==> src/rtl/iommu_lspa_pkg.sv <==
`default_nettype none
// +-----------------------------------------------------------------------------+
// | iommu_lspa_pkg : shared op encoding, memory-port structs, id helpers        |
// | Revision 1.0                                                                |
// +-----------------------------------------------------------------------------+
package iommu_lspa_pkg;

  typedef enum logic [1:0] {
    LS_LOAD  = 2'd0,
    LS_STORE = 2'd1,
    LS_AMO   = 2'd2
  } ls_op_e;

  localparam int unsigned c_LSPA_ADDR_W = 46;
  localparam int unsigned c_LSPA_DATA_W = 512;
  localparam int unsigned c_LSPA_SIZE_W = 7;
  localparam int unsigned c_LSPA_ID_W   = 4;

  // Memory-side views for the default four-requestor configuration.
  typedef struct packed {
    logic [c_LSPA_ADDR_W-1:0] addr;
    ls_op_e                   op;
    logic [c_LSPA_SIZE_W-1:0] size;
    logic [c_LSPA_ID_W-1:0]   id;
  } lspa_mem_req_t;

  typedef struct packed {
    logic [c_LSPA_DATA_W-1:0] data;
    logic                     acc_fault;
    logic                     poison;
    logic [c_LSPA_ID_W-1:0]   id;
  } lspa_mem_rsp_t;

  function automatic int unsigned lspa_id_idx(input int unsigned id, input int unsigned tag_w);
    return id >> tag_w;
  endfunction

endpackage
`default_nettype wire

==> src/rtl/rv_iommu_rr_arb.sv <==
`default_nettype none
// +-----------------------------------------------------------------------------+
// | rv_iommu_rr_arb : round-robin arbiter, priority starts after last grant     |
// | Revision 1.0                                                                |
// +-----------------------------------------------------------------------------+
module rv_iommu_rr_arb #(
  parameter int unsigned NUM_REQ = 4,
  parameter int unsigned IDX_W   = $clog2(NUM_REQ)
) (
  input  logic               clk,
  input  logic               rst_n,
  input  logic [NUM_REQ-1:0] req_i,
  input  logic               advance_i,
  output logic [NUM_REQ-1:0] gnt_o,
  output logic [IDX_W-1:0]   gnt_idx_o
);

  logic [IDX_W-1:0] last_q;
  logic             w_found;
  int unsigned      w_cand;

  always_comb begin
    gnt_o     = '0;
    gnt_idx_o = '0;
    w_found   = 1'b0;
    w_cand    = 0;
    for (int unsigned k = 1; k <= NUM_REQ; k++) begin
      w_cand = (32'(last_q) + k) % NUM_REQ;
      if (!w_found && req_i[w_cand]) begin
        w_found       = 1'b1;
        gnt_o[w_cand] = 1'b1;
        gnt_idx_o     = IDX_W'(w_cand);
      end
    end
  end

  // Reset to the last index so requestor 0 wins the first arbitration.
  always_ff @(posedge clk or negedge rst_n) begin
    if (!rst_n) begin
      last_q <= IDX_W'(NUM_REQ - 1);
    end else if (advance_i) begin
      last_q <= gnt_idx_o;
    end
  end

endmodule
`default_nettype wire

==> src/rtl/rv_iommu_lspa_arb.sv <==
`default_nettype none
// +-----------------------------------------------------------------------------+
// | rv_iommu_lspa_arb : N-channel load/store port arbiter with credit limit     |
// | Revision 1.0                                                                |
// +-----------------------------------------------------------------------------+
module rv_iommu_lspa_arb
  import iommu_lspa_pkg::*;
#(
  parameter int unsigned NUM_REQ   = 4,
  parameter int unsigned ADDR_W    = 46,
  parameter int unsigned DATA_W    = 512,
  parameter int unsigned TAG_W     = 2,
  parameter int unsigned SIZE_W    = 7,
  parameter int unsigned MAX_OUTST = 4,
  parameter int unsigned IDX_W     = $clog2(NUM_REQ)
) (
  input  logic                              clk,
  input  logic                              rst_n,
  input  logic [NUM_REQ*ADDR_W-1:0]         req_addr_i,
  input  logic [NUM_REQ*2-1:0]              req_op_i,
  input  logic [NUM_REQ*TAG_W-1:0]          req_tag_i,
  input  logic [NUM_REQ*SIZE_W-1:0]         req_size_i,
  input  logic [NUM_REQ-1:0]                req_irdy_i,
  output logic [NUM_REQ-1:0]                req_trdy_o,
  output logic [ADDR_W-1:0]                 mem_req_addr_o,
  output logic [1:0]                        mem_req_op_o,
  output logic [SIZE_W-1:0]                 mem_req_size_o,
  output logic [IDX_W+TAG_W-1:0]            mem_req_id_o,
  output logic                              mem_req_irdy_o,
  input  logic                              mem_req_trdy_i,
  input  logic [DATA_W-1:0]                 mem_rsp_data_i,
  input  logic                              mem_rsp_acc_fault_i,
  input  logic                              mem_rsp_poison_i,
  input  logic [IDX_W+TAG_W-1:0]            mem_rsp_id_i,
  input  logic                              mem_rsp_irdy_i,
  output logic                              mem_rsp_trdy_o,
  output logic [DATA_W-1:0]                 rsp_data_o,
  output logic                              rsp_acc_fault_o,
  output logic                              rsp_poison_o,
  output logic [TAG_W-1:0]                  rsp_tag_o,
  output logic [NUM_REQ-1:0]                rsp_irdy_o,
  input  logic [NUM_REQ-1:0]                rsp_trdy_i,
  output logic                              rsp_id_err_o,
  output logic [$clog2(MAX_OUTST+1)-1:0]    outst_cnt_o
);

  localparam int unsigned        c_CNT_W = $clog2(MAX_OUTST + 1);
  localparam logic [c_CNT_W-1:0] c_MAX   = c_CNT_W'(MAX_OUTST);

  logic [ADDR_W-1:0]      addr_q,  addr_d;
  logic [1:0]             op_q,    op_d;
  logic [SIZE_W-1:0]      size_q,  size_d;
  logic [IDX_W+TAG_W-1:0] id_q,    id_d;
  logic                   irdy_q,  irdy_d;
  logic [c_CNT_W-1:0]     outst_q, outst_d;
  logic                   err_q,   err_d;

  logic [NUM_REQ-1:0] w_elig;
  logic [NUM_REQ-1:0] w_gnt;
  logic [IDX_W-1:0]   w_gnt_idx;
  logic               w_stage_free;
  logic               w_xfer;
  logic               w_full;
  logic               w_inc;
  logic               w_dec;
  logic               w_bad_id;
  int unsigned        w_rsp_idx;
  logic [ADDR_W-1:0]  w_sel_addr;
  logic [1:0]         w_sel_op;
  logic [TAG_W-1:0]   w_sel_tag;
  logic [SIZE_W-1:0]  w_sel_size;

  // Credit check uses the registered count only; a same-cycle response does not free a slot.
  assign w_full = (outst_q >= c_MAX);

  always_comb begin
    w_elig = '0;
    for (int unsigned i = 0; i < NUM_REQ; i++) begin
      w_elig[i] = req_irdy_i[i] && ((req_op_i[i*2 +: 2] == LS_STORE) || !w_full);
    end
  end

  rv_iommu_rr_arb #(
    .NUM_REQ (NUM_REQ),
    .IDX_W   (IDX_W)
  ) u_rr_arb (
    .clk       (clk),
    .rst_n     (rst_n),
    .req_i     (w_elig),
    .advance_i (w_xfer),
    .gnt_o     (w_gnt),
    .gnt_idx_o (w_gnt_idx)
  );

  assign w_stage_free = !irdy_q || mem_req_trdy_i;
  assign req_trdy_o   = w_gnt & {NUM_REQ{w_stage_free}};
  assign w_xfer       = |req_trdy_o;

  always_comb begin
    w_sel_addr = '0;
    w_sel_op   = '0;
    w_sel_tag  = '0;
    w_sel_size = '0;
    for (int unsigned i = 0; i < NUM_REQ; i++) begin
      if (w_gnt[i]) begin
        w_sel_addr = req_addr_i[i*ADDR_W +: ADDR_W];
        w_sel_op   = req_op_i[i*2 +: 2];
        w_sel_tag  = req_tag_i[i*TAG_W +: TAG_W];
        w_sel_size = req_size_i[i*SIZE_W +: SIZE_W];
      end
    end
  end

  always_comb begin
    addr_d = addr_q;
    op_d   = op_q;
    size_d = size_q;
    id_d   = id_q;
    irdy_d = irdy_q;
    if (w_xfer) begin
      addr_d = w_sel_addr;
      op_d   = w_sel_op;
      size_d = w_sel_size;
      id_d   = {w_gnt_idx, w_sel_tag};
      irdy_d = 1'b1;
    end else if (mem_req_trdy_i) begin
      irdy_d = 1'b0;
    end
  end

  // Out-of-range indices are swallowed here so a bad id can never wedge the port.
  always_comb begin
    w_rsp_idx      = lspa_id_idx(32'(mem_rsp_id_i), TAG_W);
    w_bad_id       = (w_rsp_idx >= NUM_REQ);
    rsp_irdy_o     = '0;
    mem_rsp_trdy_o = w_bad_id;
    for (int unsigned i = 0; i < NUM_REQ; i++) begin
      if (w_rsp_idx == i) begin
        rsp_irdy_o[i]  = mem_rsp_irdy_i;
        mem_rsp_trdy_o = rsp_trdy_i[i];
      end
    end
  end

  assign w_inc = w_xfer && (w_sel_op != LS_STORE);
  assign w_dec = mem_rsp_irdy_i && mem_rsp_trdy_o;

  always_comb begin
    outst_d = outst_q;
    if (w_inc && !w_dec) begin
      outst_d = outst_q + 1'b1;
    end else if (w_dec && !w_inc && (outst_q != '0)) begin
      outst_d = outst_q - 1'b1;
    end
  end

  assign err_d = mem_rsp_irdy_i && w_bad_id;

  always_ff @(posedge clk or negedge rst_n) begin
    if (!rst_n) begin
      addr_q  <= '0;
      op_q    <= '0;
      size_q  <= '0;
      id_q    <= '0;
      irdy_q  <= 1'b0;
      outst_q <= '0;
      err_q   <= 1'b0;
    end else begin
      addr_q  <= addr_d;
      op_q    <= op_d;
      size_q  <= size_d;
      id_q    <= id_d;
      irdy_q  <= irdy_d;
      outst_q <= outst_d;
      err_q   <= err_d;
    end
  end

  assign mem_req_addr_o  = addr_q;
  assign mem_req_op_o    = op_q;
  assign mem_req_size_o  = size_q;
  assign mem_req_id_o    = id_q;
  assign mem_req_irdy_o  = irdy_q;
  assign outst_cnt_o     = outst_q;
  assign rsp_id_err_o    = err_q;
  assign rsp_data_o      = mem_rsp_data_i;
  assign rsp_acc_fault_o = mem_rsp_acc_fault_i;
  assign rsp_poison_o    = mem_rsp_poison_i;
  assign rsp_tag_o       = mem_rsp_id_i[TAG_W-1:0];

endmodule
`default_nettype wire

==> config.mk <==
export PLATFORM = sky130hd
export DESIGN_NAME = rv_iommu_lspa_arb
export DESIGN_NICKNAME = d
export VERILOG_FILES = /design/src/rtl/iommu_lspa_pkg.sv /design/src/rtl/rv_iommu_rr_arb.sv /design/src/rtl/rv_iommu_lspa_arb.sv
export SDC_FILE = /design/constraint.sdc
export NUM_CORES = 1
export LEC_CHECK = 0
export ABC_AREA = 1
export BUFFER_PORTS_ARGS = -buffer_cell sky130_fd_sc_hd__buf_2
export CAP_MARGIN = 5
export CORE_AREA = 2 2 521 523
export CTS_CLUSTER_SIZE = 8
export DETAILED_ROUTE_END_ITERATION = 6
export DIE_AREA = 0 0 523 525
export GPL_ROUTABILITY_DRIVEN = 0
export REMOVE_ABC_BUFFERS = 1
export SYNTH_ARGS = -nofsm -noshare
export SYNTH_HDL_FRONTEND = slang
export SYNTH_SLANG_ARGS = --single-unit
export TNS_END_PERCENT = 50
==> constraint.sdc <==
create_clock -name clk -period 4.8 [get_ports clk]
set_input_delay 0.96 -clock clk [delete_from_list [all_inputs] [get_ports clk]]
set_output_delay 0.96 -clock clk [all_outputs]
set_load 0.05 [all_outputs]
==> key figures <==
CTS
  • Cts bufs inserted: 9
  • Post-CTS Repair Setup Buffers: 0
  • Clock transition at path regs: 0.07 ns
  • Hold Buf Count CTS: 0
  • CTS tree: built
  • CTS Root Cell: clkbuf_16
  • Worst-Skew Late Latency: 0.43 ns
  • Post_cts resized: 0
  • Max clock buf depth: 2
  • Sink Count: 65
  • H-tree depth: 3

Die
  • Die height: 525 µm
  • Core box area: 0.2693 mm²
  • Initial Utilization: 3.175%
  • Site Rows: 191
  • Die extent in x: 523 µm
  • Number of I/O pins: 1347
  • Die area: 0.2746 mm²

Routing
  • Post-route ant nets: 0
  • Initial DRC count: 1317
  • Via Count: 10120
  • # DRC: 0
  • Vias per cell: 2.234
  • WL final: 366.2 mm
  • DRT Pass-1 Iters: 5
  • Mean routed wirelength per cell: 80.83 µm

STA
  • Worst Skew: 0.02116 ns
  • Slew at the pin closest to its max-slew limit: 1.274 ns
  • Max Fclk: 240.7 MHz
  • # setup viols final: 0
  • Pins Over Slew Limit: 0
  • Fin crit share: 86.57%
  • Min Clock Period, post-route: 4.155 ns
  • Final Hold Viols: 0
  • Rel. slew slack: 13.99%
  • Final WS setup: 0.6447 ns
  • RSZ-0062 raised after global routing: false

Critical path
  • Worst Setup End Kind: output pin
  • Buf+Inv Stages, Crit Path: 4
  • Max incr delay on CP: 0.66 ns
  • Critical Path Fanout Max: 14
  • Critical Path Start Type: flip-flop
  • Crit Path Category: reg -> out
  • Req. time, crit path: 3.84 ns
  • Worst-path cell chain: inv_2, ha_1, inv_1, nand2_1, nand2_2, nor2_2, nand3_1, nand3_4, nand2_1, inv_1, buf_2
  • Arr. time, crit path: 3.20 ns
  • Cell family with most CP delay: simple AND/OR/NAND/NOR gates
  • CP max-delay cell: dfstp_2

GRT
  • Largest net degree at the start of global routing: 111
  • Gr usage total: 25.85%
  • Initial antenna violation count: 39
  • Vias in the first global route: 7580
  • First-pass GRT wire length: 383.3 mm
  • Gr ovfl total: 0

Synthesis
  • Post-synthesis cell area: 0.008552 mm²
  • Syn Inst Count: 1183
  • Seq cells post-synth: 65
  • Synth top cells by count: 525 x buf_4, 221 x a21oi_1, 86 x nand3_1
  • Yosys top cell area share: 46.09%
  • Synth area leader: buf_4
  • Main synth FF type: dfrtp_1
  • Cell variety after synth: 32
  • Most common cell in the synthesized netlist: buf_4
  • Post-synth EDFFs: 0
  • Mean post-synth cell area: 7.229 µm²
  • Synth area leaders: buf_4 46%, dfrtp_1 18%, a21oi_1 13%
  • Synth warnings: 0
  • Sequential area share after synthesis: 19.05%
  • Share of synthesized registers carrying an async set or reset: 100.0%

Pwr
  • Worst vdd ir: 0.6932 mV
  • Overall Power: 0.01085 W
  • Pwr/cell area: 994.4 mW/mm²
  • Total leakage power: 3.294 nW

Placed design
  • Pre-CTS setup slack: 0.7457 ns
  • Number of port buffers: 313
  • Post-DP HPWL: 354.9 mm

Layout
  • # nets final: 1716
  • Fraction of layout cells with a size suffix above 1: 38.32%
  • P&R area growth vs syn: 27.53%

Run status
  • Run status: finished, final reports clean

Flow run
  • Max-cap viol count: 0

Min path
  • Worst Hold Class: reg -> reg
## stage by stage
step	instance area [µm²]	utilization [%]	cells	TNS, ns	hold WS [ns]
floorplan	4364	-	613	-2.746	0.6384
detailed placement	10590	3.930	4509	0	0.4652
finish	10910	4.050	4531	0	0.4916
global route	10890	4.044	4525	0	0.5111
global placement	10590	3.930	4509	0	0.4536
CTS	10890	4.044	4525	0	0.4912
## report_power, final
group | switching [W] | internal, W | total (W)
registers | 0.000214 | 0.000957 | 0.00117
clock network | 0.000380 | 0.000412 | 0.000791
logic | 0.00673 | 0.00215 | 0.00888
## per-layer routing
metal	up-vias	track usage [%]	part of all wire, %
li1	2912	-	-
met1	4096	6.249	8.9
met2	2742	44.83	49
met3	286	42.51	35
met4	86	13.09	6.3
met5	-	12.39	1.1
## registers in the layout (all words and copies together), names as in the netlist
signal	count
mem_req_irdy_o	1
outst_cnt_o	3
mem_req_id_o	4
mem_req_addr_o	46
u_rr_arb.last_q	2
mem_req_op_o	2
mem_req_size_o	7
## worst paths after layout
check / start / end / slack [ns] / cells after the start
max: u_rr_arb.last_q[0] / req_trdy_o[2] / 0.64 / 11
min: mem_req_op_o[1] / mem_req_op_o[1] / 0.49 / 2
max reg2reg: u_rr_arb.last_q[0] / outst_cnt_o[2] / 0.83 / 19
min reg2reg: mem_req_op_o[1] / mem_req_op_o[1] / 0.49 / 2
max in group asynchronous: rst_n / mem_req_addr_o[30] / 3.15 / 2
min in group asynchronous: rst_n / mem_req_size_o[2] / 0.54 / 1
## cell usage in the layout (no fill, tap or decap), types with 2 or more instances in the layout
master and count:
buf_2 312, a21oi_1 221, nand3_1 86, dfrtp_1 63
nand2_1 61, o21ai_0 59, nor2_1 58, inv_1 20
clkbuf_16 9, buf_4 9, ha_1 7, diode_2 6
inv_6 5, buf_12 5, a21oi_2 4, nand3_2 3
nand2_2 3, nand3_4 3, nor3_1 3, inv_2 2
nand2_4 2, clkinv_1 2, clkinv_2 2, a31oi_1 2
dfstp_2 2
## layout make-up
type                            count  area, µm²
Sequential cell                    65       1629
Multi-Input combinational cell    522       2660
Inverter                           26      100.1
Fill cell                       32020     258400
Antenna cell                        6      15.01
Timing Repair Buffer              326       1729
Tap cell                         3570       4467
Clock inverter                      7      81.33
Clock buffer                        9      225.2
## kinds of logic (layout without fill, tap and decap cells)
group,after synthesis,count (layout),share of synthesized area [%]
buf+inv,596,368,50.11
compound gates,290,290,17.28
simple gates,223,223,12.26
flops,65,65,19.05
fa+ha+maj,8,8,1.258
other cells,1,7,0.04385
## worst reg2reg max path, delay by kind of cell (launching register included)
family | cells | cell delay, ns
simple gates | 14 | 2.11
fa+ha+maj | 2 | 0.79
flops | 1 | 0.66
buf+inv | 3 | 0.33
Note: power is estimated with default switching activity, not from simulation.
